**config.mk**
```make
export PLATFORM = sky130hd
export DESIGN_NAME = alu_taylor_calc
export DESIGN_NICKNAME = d
export VERILOG_FILES = /design/src/rtl/alu_taylor_calc_pkg.sv /design/src/rtl/alu_mul_q2_16.sv /design/src/rtl/alu_taylor_calc.sv
export SDC_FILE = /design/constraint.sdc
export NUM_CORES = 1
export LEC_CHECK = 0
export CAP_MARGIN = 20
export CORE_AREA = 2 2 247 249
export CTS_BUF_LIST = sky130_fd_sc_hd__clkbuf_4
export DETAILED_ROUTE_END_ITERATION = 8
export DIE_AREA = 0 0 249 251
export GPL_ROUTABILITY_DRIVEN = 0
export SLEW_MARGIN = 20
export SYNTH_ARGS = -nofsm -noshare
export SYNTH_HDL_FRONTEND = slang
export SYNTH_SLANG_ARGS = --single-unit
```
**constraint.sdc**
```tcl
create_clock -name clk -period 13.7 [get_ports clk]
set_input_delay 1.37 -clock clk [delete_from_list [all_inputs] [get_ports clk]]
set_output_delay 1.37 -clock clk [all_outputs]
set_load 0.005 [all_outputs]
```
**src/rtl/alu_taylor_calc_pkg.sv**
```systemverilog
// Shared definitions for the Taylor-series ALU sequencer: function codes,
// Q2.16 constants, state encoding and fixed-point helpers.
package alu_taylor_calc_pkg;

    localparam int TAYLOR_N_TERMS = 11;

    // Taylor function codes understood by the coefficient table
    localparam logic [2:0] FN_SIN = 3'd0;
    localparam logic [2:0] FN_COS = 3'd1;
    localparam logic [2:0] FN_EXP = 3'd2;

    // Q2.16 constants
    localparam logic [17:0] ONE       = 18'h10000;
    localparam logic [17:0] MINUS_ONE = 18'h30000;
    localparam logic [17:0] Q_MAX     = 18'h1FFFF;
    localparam logic [17:0] Q_MIN     = 18'h20000;

    typedef enum logic [2:0] {
        S_IDLE,
        S_T_FACT,
        S_T_COEF,
        S_T_POW,
        S_DONE
    } state_t;

    // 1/n! in Q2.16, floor-rounded; terms beyond 8! underflow to zero
    function automatic logic [17:0] inv_fact(input logic [3:0] n);
        case (n)
            4'd0:    return 18'h10000;
            4'd1:    return 18'h10000;
            4'd2:    return 18'h08000;
            4'd3:    return 18'h02AAA;
            4'd4:    return 18'h00AAA;
            4'd5:    return 18'h00222;
            4'd6:    return 18'h0005B;
            4'd7:    return 18'h0000D;
            4'd8:    return 18'h00001;
            default: return 18'h00000;
        endcase
    endfunction

    // Q2.16 add with clamping instead of wrap-around
    function automatic logic [17:0] sat_add(input logic [17:0] a, input logic [17:0] b);
        logic [18:0] sum;
        sum = {a[17], a} + {b[17], b};
        if (sum[18] != sum[17])
            return sum[18] ? Q_MIN : Q_MAX;
        return sum[17:0];
    endfunction

endpackage

```
**src/rtl/alu_mul_q2_16.sv**
```systemverilog
// Signed Q2.16 x Q2.16 multiply: full 36-bit product, floor shift by 16,
// saturate when the shifted value does not fit in 18 bits.
module alu_mul_q2_16
    import alu_taylor_calc_pkg::*;
(
    input  logic signed [17:0] a,
    input  logic signed [17:0] b,
    output logic        [17:0] p
);

    logic signed [35:0] prod;

    // Product, truncation and saturation; bits [35:33] agree only when the result fits
    always_comb begin
        // NOTE: every variable driven here gets a value on every path, so no latch is inferred.
        prod = 36'(a) * 36'(b);
        if (prod[35:33] == 3'b000 || prod[35:33] == 3'b111)
            p = prod[33:16];
        else
            p = prod[35] ? Q_MIN : Q_MAX;
    end

endmodule

```
**src/rtl/alu_taylor_calc.sv**
```systemverilog
// Sequencer/accumulator evaluating sum deriv(n) * x^n / n! over N_TERMS terms
// with a single shared Q2.16 multiplier, three cycles per term.
module alu_taylor_calc
    import alu_taylor_calc_pkg::*;
#(
    parameter int N_TERMS = TAYLOR_N_TERMS,
    parameter int IDX_W   = 4,
    parameter int DATA_W  = 18
) (
    input  logic              clk,
    input  logic              reset_n,
    input  logic              do_calc,
    input  logic [2:0]        function_sel,
    input  logic [DATA_W-1:0] x_in,
    output logic              busy,
    output logic              calc_done,
    output logic [DATA_W-1:0] result,
    output logic [2:0]        coef_function_sel,
    output logic [IDX_W-1:0]  coef_idx,
    input  logic [DATA_W-1:0] coef_deriv
);

    localparam logic [IDX_W-1:0] LAST_IDX = IDX_W'(N_TERMS - 1);

    state_t            state;
    logic [DATA_W-1:0] x_r;
    logic [DATA_W-1:0] pow;
    logic [DATA_W-1:0] term;
    logic [DATA_W-1:0] acc;
    logic [DATA_W-1:0] mul_a;
    logic [DATA_W-1:0] mul_b;
    logic [DATA_W-1:0] mul_p;

    // Operand mux for the shared multiplier, selected by the current step
    always_comb begin
        mul_a = '0;
        mul_b = '0;
        case (state)
            S_T_FACT: begin
                mul_a = pow;
                mul_b = inv_fact(4'(coef_idx));
            end
            S_T_COEF: begin
                mul_a = term;
                mul_b = coef_deriv;
            end
            S_T_POW: begin
                mul_a = pow;
                mul_b = x_r;
            end
            default: ;
        endcase
    end

    alu_mul_q2_16 u_mul (
        .a (mul_a),
        .b (mul_b),
        .p (mul_p)
    );

    // Control FSM and datapath registers; all outputs are registered
    always_ff @(posedge clk) begin
        // NOTE: sequential state uses <= so every register samples pre-edge values.
        if (!reset_n) begin
            state             <= S_IDLE;
            busy              <= 1'b0;
            calc_done         <= 1'b0;
            result            <= '0;
            coef_idx          <= '0;
            coef_function_sel <= '0;
            x_r               <= '0;
            pow               <= ONE;
            term              <= '0;
            acc               <= '0;
        end else begin
            case (state)
                S_IDLE: begin
                    if (do_calc) begin
                        x_r               <= x_in;
                        coef_function_sel <= function_sel;
                        acc               <= '0;
                        pow               <= ONE;
                        coef_idx          <= '0;
                        busy              <= 1'b1;
                        state             <= S_T_FACT;
                    end
                end
                S_T_FACT: begin
                    term  <= mul_p;
                    state <= S_T_COEF;
                end
                S_T_COEF: begin
                    acc   <= sat_add(acc, mul_p);
                    state <= S_T_POW;
                end
                S_T_POW: begin
                    pow <= mul_p;
                    if (coef_idx == LAST_IDX) begin
                        // acc is final here, so result is valid in the DONE cycle
                        result    <= acc;
                        calc_done <= 1'b1;
                        state     <= S_DONE;
                    end else begin
                        coef_idx <= coef_idx + IDX_W'(1);
                        state    <= S_T_FACT;
                    end
                end
                S_DONE: begin
                    calc_done <= 1'b0;
                    busy      <= 1'b0;
                    state     <= S_IDLE;
                end
                default: state <= S_IDLE;
            endcase
        end
    end

endmodule

```
Word level (Yosys, flattened, before mapping):

Memory sizes are Yosys's and may differ from the RTL's. A register that Yosys moved wholly into a read port is not among the register bits.
Index checks and enable logic that the tools add are counted.
W data, S select, Z words.

* memories kept: 1
* latch bits: 0
* register bits: 102
* ROM bits: 208
* RAM bits: 0

* bitwise logic cells: 0
* order comparisons: 0
* equal/unequal tests: 10
* multiplexer cells: 26
* add/subtract/negate cells: 2
* reduce and logical (&&, ||, !) cells: 15
* multiply operators: 1
* divide/modulo/power cells: 0
* shifts and indexed selects: 0

Memory list
* (name not given): depth 16, width 13, rd ports 1, clocked after Yosys merged registers in 1, wr ports 0, RTL line alu_taylor_calc_pkg.sv:28 `case (n)`

Operator list (number)
* $mux W18: 7
* $pmux W18 S2: 3
* $pmux W18 S3: 1
* $mul A18 B18 Y36: 1
* $add A18 B18 Y19: 1
* $mux W4: 4
* $pmux W3 S4: 1
* $reduce_and A2 Y1: 6
* $pmux W4 S2: 1
* $reduce_bool A2 Y1: 4
* $eq A3 B2 Y1 const B: 2
* $eq A3 B3 Y1 const B: 2
* $logic_not A3 Y1: 2
* $mux W3: 2
* $ne A2 B2 Y1 const B: 3
* $mux W1: 5
* $add A4 B1 Y4 const B: 1
* $eq A4 B4 Y1 const B: 1
* $pmux W1 S2: 2
* $eq A3 B1 Y1 const B: 1
* $reduce_and A3 Y1: 1
* $reduce_or A2 Y1: 1
* $logic_or A1 B1 Y1: 1
* $ne A1 B1 Y1: 1

Logic depth before layout (Yosys ltp):

Gate-level depths: netlist of run 1.

* depth after elaboration: 14
* gate-level depth with buffers: 48
* mapped depth without buffers: 40

Cells and area by module:

A second synthesis of run 1 with hierarchy kept.

* cell total of the unflattened synthesis: 2054
* area total of the unflattened synthesis: 17892.2 µm²

By module, submodules not included
* alu_mul_q2_16: times used 1, cells each 1329, area each 12062.8 µm²
* alu_taylor_calc: times used 1, cells each 725, area each 5829.3 µm²

Least setup slack after synthesis of run 1:

No wires, ideal clock.

* kind: in2reg
* start point: in coef_deriv[11]
* end point: reg acc[10]
* path slack: 2.990 ns
* arrival: 10.588 ns
* stages on the path: 42
* setup time: 0.122 ns
* path buffers: 5
* cell sequence: mux2_2 nand2_1 a21oi_1 clkbuf_1 nand2_1 fa_1 inv_1 fa_1 inv_1 fa_1 inv_1 fa_1 fa_1 inv_1 fa_1 inv_1 ha_1 clkbuf_1 [6 not listed] nand3_1 and2_1 clkbuf_1 clkbuf_1 nor2_1 ha_1 fa_1 nand3_1 a21oi_1 o21a_1 o21ai_1 nand2b_1 o31ai_1 a21oi_1 a221o_1 o21a_1 buf_6 a221o_1

* cells in the longest elaborated chain, start to end: 12

Ends and longest elaborated chain
* start, declared: RTL line alu_taylor_calc.sv:20 `input logic [DATA_W-1:0] coef_deriv`
* $pmux W18 S3 (*): RTL line alu_taylor_calc.sv:38 `case (state)`
* $mul A18 B18 Y36 (*): RTL line alu_mul_q2_16.sv:16 `prod = 36'(a) * 36'(b);`
* $eq A3 B3 Y1 / $logic_not A3 Y1 (equally long branches): RTL line alu_mul_q2_16.sv:17 `if (prod[35:33] == 3'b000 || prod[35:33] == 3'b111)`
* $logic_or A1 B1 Y1: RTL line alu_mul_q2_16.sv:17
* $mux W18 (*): RTL line alu_mul_q2_16.sv:17
* net mul_p[0]: RTL line alu_taylor_calc.sv:32 `logic [DATA_W-1:0] mul_p;`
* $add A18 B18 Y19 (*): RTL line alu_taylor_calc_pkg.sv:45 `sum = {a[17], a} + {b[17], b};`
* $ne A1 B1 Y1: RTL line alu_taylor_calc_pkg.sv:46 `if (sum[18] != sum[17])`
* $mux W1: RTL line alu_taylor_calc_pkg.sv:46
* $mux W1: RTL line alu_taylor_calc.sv:76 `case (state)`
* $mux W1: RTL line alu_taylor_calc.sv:64 `if (!reset_n) begin`
* $mux W18 (*): RTL line alu_taylor_calc_pkg.sv:48 `return sum[17:0];`
* $pmux W18 S2 (*): RTL line alu_taylor_calc.sv:76
* end signal, assigned: RTL line alu_taylor_calc.sv:93 `acc <= sat_add(acc, mul_p);`
* end, declared: RTL line alu_taylor_calc.sv:29 `logic [DATA_W-1:0] acc;`

The timed path passes the listed nets; every way through them passes the cells marked *. The select of a mux whose other input is x is not followed.
A chain may end at the register's enable or synchronous reset.

Worst setup path in the final report of run 1:

* start point: reg state[0]
* end point: reg acc[16]

* cells in the longest elaborated chain, start to end: 14

Ends and longest elaborated chain
* start, declared: RTL line alu_taylor_calc.sv:25 `state_t state;`
* start signal, assigned: RTL line alu_taylor_calc.sv:65 `state <= S_IDLE;`
* start signal, assigned: RTL line alu_taylor_calc.sv:85 `state <= S_T_FACT;`
* start signal, assigned: RTL line alu_taylor_calc.sv:90 `state <= S_T_COEF;`
* $eq A3 B2 Y1 / $eq A3 B1 Y1 (equally long branches): RTL line alu_taylor_calc.sv:38
* $reduce_or A2 Y1 (no source line)
* $pmux W18 S2: RTL line alu_taylor_calc.sv:38
* $mul A18 B18 Y36 (*): RTL line alu_mul_q2_16.sv:16
* $eq A3 B3 Y1 / $logic_not A3 Y1 (equally long branches): RTL line alu_mul_q2_16.sv:17
* $logic_or A1 B1 Y1: RTL line alu_mul_q2_16.sv:17
* $mux W18 (*): RTL line alu_mul_q2_16.sv:17
* net mul_p[0]: RTL line alu_taylor_calc.sv:32
* $add A18 B18 Y19 (*): RTL line alu_taylor_calc_pkg.sv:45
* $ne A1 B1 Y1: RTL line alu_taylor_calc_pkg.sv:46
* $mux W1: RTL line alu_taylor_calc_pkg.sv:46
* $mux W1: RTL line alu_taylor_calc.sv:76
* $mux W1: RTL line alu_taylor_calc.sv:64
* $mux W18 (*): RTL line alu_taylor_calc_pkg.sv:48
* $pmux W18 S2 (*): RTL line alu_taylor_calc.sv:76

Marks and branches as above.

==> results by group, run 1 <==
Outcome
  – Status: finished clean

Detailed routing
  – Routed wire length: 50.3 mm
  – DR pass1 iterations: 6
  – Drt via density: 4.92
  – DR WL/cell: 17.8 µm
  – DRT iter0 DRCs: 948
  – Antenna Nets Post-Route: 0
  – DRC viols: 0
  – Vias: 13900

Global route
  – Vias in the first global route: 14400
  – GRT overflow: 0
  – Initial antenna violation count: 1
  – First-pass GRT wire length: 80.2 mm
  – Largest net degree at the start of global routing: 46
  – GRT Overall Usage: 16.3%

CTS
  – Post-CTS Setup Inserts: 0
  – Clock Path Buffers: 2
  – CTS root buf: clkbuf_4
  – CTS buffer count: 9
  – Cts hold-fix bufs: 0
  – Total number of H-tree levels: 3
  – Clk Latency, worst-skew pair: 490 ps
  – Clk sink count: 112
  – Clock transition at the registers of the reported paths: 180 ps
  – CTS tree: yes
  – Post_cts resized: 0

Floorplanning
  – Core ar.: 59800 µm²
  – Die height: 251 µm
  – Die Area: 62500 µm²
  – IO Pins: 69
  – # rows: 90
  – Die X: 249 µm
  – Starting Density: 28.7%

Cells and area
  – Layout Nets: 2521
  – Reg area: 2240 µm²
  – Area Overhead vs Synth: 9.87%
  – Fill count: 6263
  – Area of the multi-input gates: 13200 µm²
  – Share of cells above drive strength 1: 3.52%

Pwr
  – Combinational Power Share: 36.5%
  – Sw Share: 39.9%
  – Leakage: 8.76 nW
  – Peak supply drop: 0.0000521 V
  – Clock power frac: 19.9%
  – Flop pwr share: 43.5%
  – Switching Power: 0.000320 W
  – Internal: 0.000482 W
  – Cell Pwr Density: 42.5 nW/µm²

Timing
  – Final Critical Period: 12250 ps
  – Unrepaired setup endpoints after global routing: false
  – Final hold violation count: 0
  – Worst slew pin tran: 1170 ps
  – Setup ws final: 1450 ps
  – Slew headroom: 21.7%
  – Endpoints failing setup: 0
  – Final setup skew: 29.6 ps
  – Max Fclk: 81.6 MHz
  – Final period util: 89.4%
  – Max-slew violation count: 0
  – Post-route setup TNS: 0 ps

Worst setup path
  – Crit Path Category: reg -> reg
  – Critical Path Start Type: flip-flop
  – CP max stage cell: a22o_1
  – Critical Path Most Common Cell: fa_1
  – Req. time, crit path: 14100 ps
  – Crit. End Element: flip-flop
  – CP max stage delay: 900 ps
  – R2R depth: 40
  – Crit Path Max Fanout: 37
  – Worst Path Arrival: 12650 ps

Synthesis
  – Cells after synthesis: 2017
  – Net Count, Synth: 2498
  – Yosys cell types: 62
  – Register area share after synthesis: 13.1%
  – Syn Area/Cell: 8.52 µm²
  – Async set-reset flop share out of synthesis: 0%
  – EDFF count, synth: 0
  – #FFs+latches synth: 112
  – Mapped cell area: 17200 µm²
  – Yosys warns: 0
  – Synth Flop Type: dfxtp_1

Place
  – Final HPWL DP: 41.6 mm
  – PortBufs: 68
  – DP Worst Slack: 1280 ps

Worst hold path
  – Worst Hold Class: reg -> reg
  – Worst hold stages: 2

Job
  – Max_cap viols: 0
## power by group through the flow
| stage | Sequential (W) | Combinational [W] | Clock [W] |
|---|---|---|---|
| 3_3_place_gp | 0.000355 | 0.000283 | 0 |
| 6_report | 0.000349 | 0.000293 | 0.000160 |
| 5_1_grt | 0.000351 | 0.000320 | 0.000176 |
| 3_5_place_dp | 0.000356 | 0.000289 | 0 |
| 2_1_floorplan | 0.000353 | 0.000191 | 0 |
| 4_1_cts | 0.000349 | 0.000290 | 0.000166 |
## kinds of logic after synthesis
| family | count (synthesis) | synth area share (%) |
|---|---|---|
| compound gates | 310 | 11.9 |
| xor+xnor | 46 | 2.35 |
| fa+ha+maj | 441 | 46.5 |
| buf+inv | 453 | 10.0 |
| flops | 112 | 13.1 |
| mux | 16 | 1.03 |
| simple gates | 639 | 15.2 |
## through the flow
| step | std cells | utilization (%) | power [W] | instance area, µm² | hold slack (ps) |
|---|---|---|---|---|---|
| after floorplan | 2017 | - | 0.000543 | 17200 | 428 |
| after global placement | 2811 | 31.3 | 0.000639 | 18700 | 440 |
| after detailed placement | 2811 | 31.3 | 0.000645 | 18700 | 445 |
| after CTS | 2827 | 31.5 | 0.000805 | 18900 | 468 |
| after global routing | 2830 | 31.6 | 0.000846 | 18900 | 484 |
| final | 2830 | 31.6 | 0.000802 | 18900 | 468 |
## worst paths after layout
kind,end,slack (ps),start
max,acc[16],1450,state[0]
min,x_r[16],470,x_r[16]
max reg2reg,acc[16],1450,state[0]
min reg2reg,x_r[16],470,x_r[16]
## cells in the mapped netlist, types with 3 or more instances
master / number / share of area (%)
a221o_1: 18 / 1.0
inv_1: 369 / 8.1
o211ai_1: 5 / 0.22
o21bai_1: 5 / 0.22
nand3_1: 15 / 0.44
xnor2_1: 31 / 1.6
buf_1: 4 / 0.087
a22o_1: 32 / 1.6
o21ai_1: 36 / 1.0
and3_1: 10 / 0.36
fa_1: 329 / 38
o21ai_0: 28 / 0.82
o31ai_1: 5 / 0.22
mux2_2: 13 / 0.85
o21a_1: 8 / 0.35
xor2_1: 15 / 0.76
ha_1: 110 / 8.0
nor3_1: 7 / 0.20
a21o_1: 20 / 0.87
nor2_1: 192 / 4.2
buf_2: 6 / 0.17
or3_1: 3 / 0.11
nor2b_1: 13 / 0.47
nand2_1: 360 / 7.9
a22oi_1: 22 / 0.96
clkbuf_1: 72 / 1.6
nor3b_1: 3 / 0.13
nand4_1: 7 / 0.25
and2_1: 17 / 0.62
dfxtp_1: 112 / 13
a21oi_1: 105 / 3.1
a31oi_1: 4 / 0.15
## layer usage
layer  vias to the layer above  global-route usage [%]  share of wire [%]
li1                       6327                       -                  -
met1                      7047                    21.5                 42
met2                       489                    27.8                 48
met3                        74                    2.52                6.7
met4                         0                    4.50                2.9
met5                         -                       0                  0
## flip-flops by register name (all words and copies together) (netlist names), 3 cells and up, named ones only
signal / cells
coef_function_sel: 3
state: 3
x_r: 18
result: 18
acc: 18
pow: 18
coef_idx: 4
term: 18
## cell usage in the layout (no fill, tap or decap), drive strengths merged, types with 7 or more instances in the layout
master	count
inv	372
nor2	192
nor2b	13
clkdlybuf4s50	68
xnor2	31
nor3	8
a21o	20
fa	329
nand3	15
mux2	14
o21a	8
xor2	15
ha	110
and2	17
o21ai	65
a221o	18
clkbuf	11
nand4	7
a22oi	22
nand2	360
and3	10
a22o	32
buf	28
dfxtp	112
a21oi	107
## worst max-delay path, delay by kind of cell, from the launching register on
family,cells,cell delay [ps]
AO/OA/AOI/OAI,13,4010
AND/OR/NAND/NOR,11,2670
buffers and inverters,7,910
adder cells (fa/ha/maj),9,4160
flip-flops,1,350
## area by class of cell
class | instances | share of cell area (%)
flip-flops and latches | 112 | 11.9
repair buffers | 96 | 4.72
well taps | 782 | 5.18
diodes | 3 | 0.0398
clock inverters | 5 | 0.265
multi-input cells | 1452 | 70.1
inverters | 369 | 7.34
clock buffers | 11 | 0.438
No activity file was read; power rests on OpenSTA's default activity.
==> run 2, diff against run 1 <==
--- a/config.mk
+++ b/config.mk
@@ -6,11 +6,12 @@
 export NUM_CORES = 1
 export LEC_CHECK = 0
 export CAP_MARGIN = 20
-export CORE_AREA = 2 2 247 249
+export CORE_AREA = 2 2 211 213
 export CTS_BUF_LIST = sky130_fd_sc_hd__clkbuf_4
 export DETAILED_ROUTE_END_ITERATION = 8
-export DIE_AREA = 0 0 249 251
+export DIE_AREA = 0 0 213 215
 export GPL_ROUTABILITY_DRIVEN = 0
+export PLACE_DENSITY = 0.62
 export SLEW_MARGIN = 20
 export SYNTH_ARGS = -nofsm -noshare
 export SYNTH_HDL_FRONTEND = slang
==> run 2 against run 1 <==
Compared with the run above: wire length shrank 1.6%; final cell count fell by 6.8%; largest cell class unchanged; critical path depth stayed put; register-to-register slack improved by 210 ps; critical path type unchanged; power shrank 1.5%; hold slack lost 3.5 ps; non-clock buffer count increased by 1; combinational power about the same; global-route usage rose by 6.5 points; utilization is 11 points higher.
==> results by group, run 2 (same netlist as run 1, synthesis figures left out) <==
Outcome
  – Status: finished clean

Pwr
  – Sw Share: 39.6% (-0.25 points)
  – Combinational Power Share: 37.1% (+0.6 points)
  – Cell Pwr Density: 42.5 nW/µm² (about the same)
  – Flop pwr share: 44.2% (+0.7 points)
  – Overall Power: 0.000790 W (-1.5%)
  – Internal: 0.000477 W (-1.1%)
  – Switching Power: 0.000313 W (-2.1%)
  – Clock power frac: 18.7% (-1.2 points)
  – Peak supply drop: 0.0000741 V (+42%)
  – Leakage: 8.75 nW (-0.10%)

CTS
  – Clock Path Buffers: 2 (unchanged)
  – Clk Latency, worst-skew pair: 490 ps (about the same)
  – CTS buffer count: 9 (unchanged)
  – Post_cts resized: 0 (unchanged)
  – CTS root buf: clkbuf_4
  – CTS tree: yes
  – Clk sink count: 112 (unchanged)
  – Total number of H-tree levels: 3 (unchanged)
  – Cts hold-fix bufs: 0 (unchanged)
  – Post-CTS Setup Inserts: 0 (unchanged)
  – Clock transition at the registers of the reported paths: 170 ps (about the same)

Worst setup path
  – Worst Path Arrival: 12450 ps (-200 ps)
  – Delay-heaviest family, CP: compound AO/OA/AOI/OAI gates
  – Buf+Inv Stages, Crit Path: 9 (+2)
  – Reg2reg setup slack: 1660 ps (+210 ps)
  – Req. time, crit path: 14110 ps (about the same)
  – Reg2reg start: state[2]
  – Crit Path Category: reg -> reg
  – Critical Path Start Type: flip-flop
  – Crit. End Element: flip-flop
  – CP max stage cell: a22o_1
  – Crit Path Max Fanout: 45 (+22%)
  – R2R depth: 40 (unchanged)
  – Reg-to-reg endpoint: acc[16]
  – CP max stage delay: 760 ps (-140 ps)
  – Critical Path Most Common Cell: inv_1

Cells and area
  – Most frequent cells in the layout: 369 x inv_1, 360 x nand2_1, 329 x fa_1
  – Layout Nets: 2522 (+0.040%)
  – Area Overhead vs Synth: 8.33%
  – Fin area: 18600 µm² (-1.4%)
  – Commonest non-fill, non-tap cell in the layout: inv_1
  – Non-filler instance count after layout: 2638 (-6.8%)
  – Fill count: 4362 (-30%)
  – Share of cells above drive strength 1: 3.42% (-0.098 points)

Detailed routing
  – Routed wire length: 49.5 mm (-1.6%)
  – Drt via density: 5.22 (+6.1%)
  – DRT iter0 DRCs: 937 (-1.2%)
  – Antenna Nets Post-Route: 0 (unchanged)
  – DR WL/cell: 18.8 µm (+5.6%)
  – DR pass1 iterations: 5 (-1)
  – Vias: 13800 (-1.1%)
  – DRC viols: 0 (unchanged)

Timing
  – Final period util: 87.9% (-1.5 points)
  – Unrepaired setup endpoints after global routing: false
  – Final setup skew: 18.9 ps (-10.7 ps)
  – Worst slew pin tran: 1170 ps (-3.24 ps)
  – Max-slew violation count: 0 (unchanged)
  – Max Fclk: 83.0 MHz (+1.7%)
  – Final Critical Period: 12040 ps (-206 ps)
  – Min Hold Slack: 464 ps (-3.53 ps)
  – Post-route setup TNS: 0 ps (unchanged)
  – Endpoints failing setup: 0 (unchanged)
  – Final hold violation count: 0 (unchanged)
  – Slew headroom: 21.9% (+0.22 points)

Floorplanning
  – Die Area: 45800 µm² (-27%)
  – Die X: 213 µm (-14%)
  – Core ar.: 43600 µm² (-27%)
  – IO Pins: 69 (unchanged)
  – Starting Density: 39.4% (+11 points)
  – # rows: 77 (-14%)
  – Die height: 215 µm (-14%)

Place
  – Final HPWL DP: 40.8 mm (-1.9%)
  – Placed Cells incl. Taps: 2622 (-6.7%)
  – PortBufs: 68 (unchanged)
  – Placed Area: 18500 µm² (-1.2%)

Global route
  – First-pass GRT wire length: 79.9 mm (-0.42%)
  – GRT Overall Usage: 22.8% (+6.5 points)
  – GRT overflow: 0 (unchanged)
  – Initial antenna violation count: 1 (unchanged)
  – Largest net degree at the start of global routing: 48 (+4.3%)
  – Vias in the first global route: 14400 (+0.042%)

Worst hold path
  – Hold_sp: term[0]
  – Hold Crit Endpoint: term[0]
  – Worst Hold Class: reg -> reg
  – Worst hold stages: 2 (unchanged)

Job
  – Max_cap viols: 0 (unchanged)
-- run 2: power groups by stage --
stage          sequential (W)  clock, W  combinational [W]
6_report             0.000349  0.000147           0.000293
5_1_grt              0.000351  0.000162           0.000322
4_1_cts              0.000349  0.000152           0.000291
3_5_place_dp         0.000356         0           0.000290
3_3_place_gp         0.000356         0           0.000285
2_1_floorplan        0.000353         0           0.000191
-- run 2: final cells by class --
| type | instances | area (µm²) | area share, % |
|---|---|---|---|
| diodes | 1 | 2.50 | 0.0134 |
| flip-flops and latches | 112 | 2240 | 12.0 |
| clock inverters | 5 | 33.8 | 0.182 |
| repair buffers | 97 | 896 | 4.81 |
| well taps | 592 | 741 | 3.98 |
| clock buffers | 10 | 75.1 | 0.403 |
| multi-input cells | 1452 | 13200 | 71.1 |
| inverters | 369 | 1390 | 7.44 |
-- run 2: worst max-delay path by stage --
stage / start / to / slack, ps / depth (start not counted)
3_3_place_gp: coef_deriv[3] / acc[16] / 1540 / 38
5_1_grt: state[2] / acc[16] / 760 / 40
6_report: state[2] / acc[16] / 1660 / 40
4_1_cts: state[2] / acc[16] / 1680 / 40
2_1_floorplan: coef_deriv[11] / acc[10] / 2990 / 42
3_5_place_dp: coef_deriv[3] / acc[16] / 1280 / 37
-- run 2: layer usage --
metal	part of all wire, %	track usage (%)
met1	43	30.8
met2	46	36.5
met3	6.5	3.83
met4	4.4	8.67
met5	0	0
-- run 2: worst min-delay path: stages, from the launching register on --
cell	delay [ps]
dfxtp_1	340
nand2_1	50
o21ai_1	50
-- run 2: per-stage QoR --
stage | setup WS [ps] | util (%)
finish | 1660 | 42.6
global route | 756 | 42.6
CTS | 1680 | 42.6
detailed placement | 1280 | 42.4
global placement | 1540 | 42.3
floorplan | 2990 | -
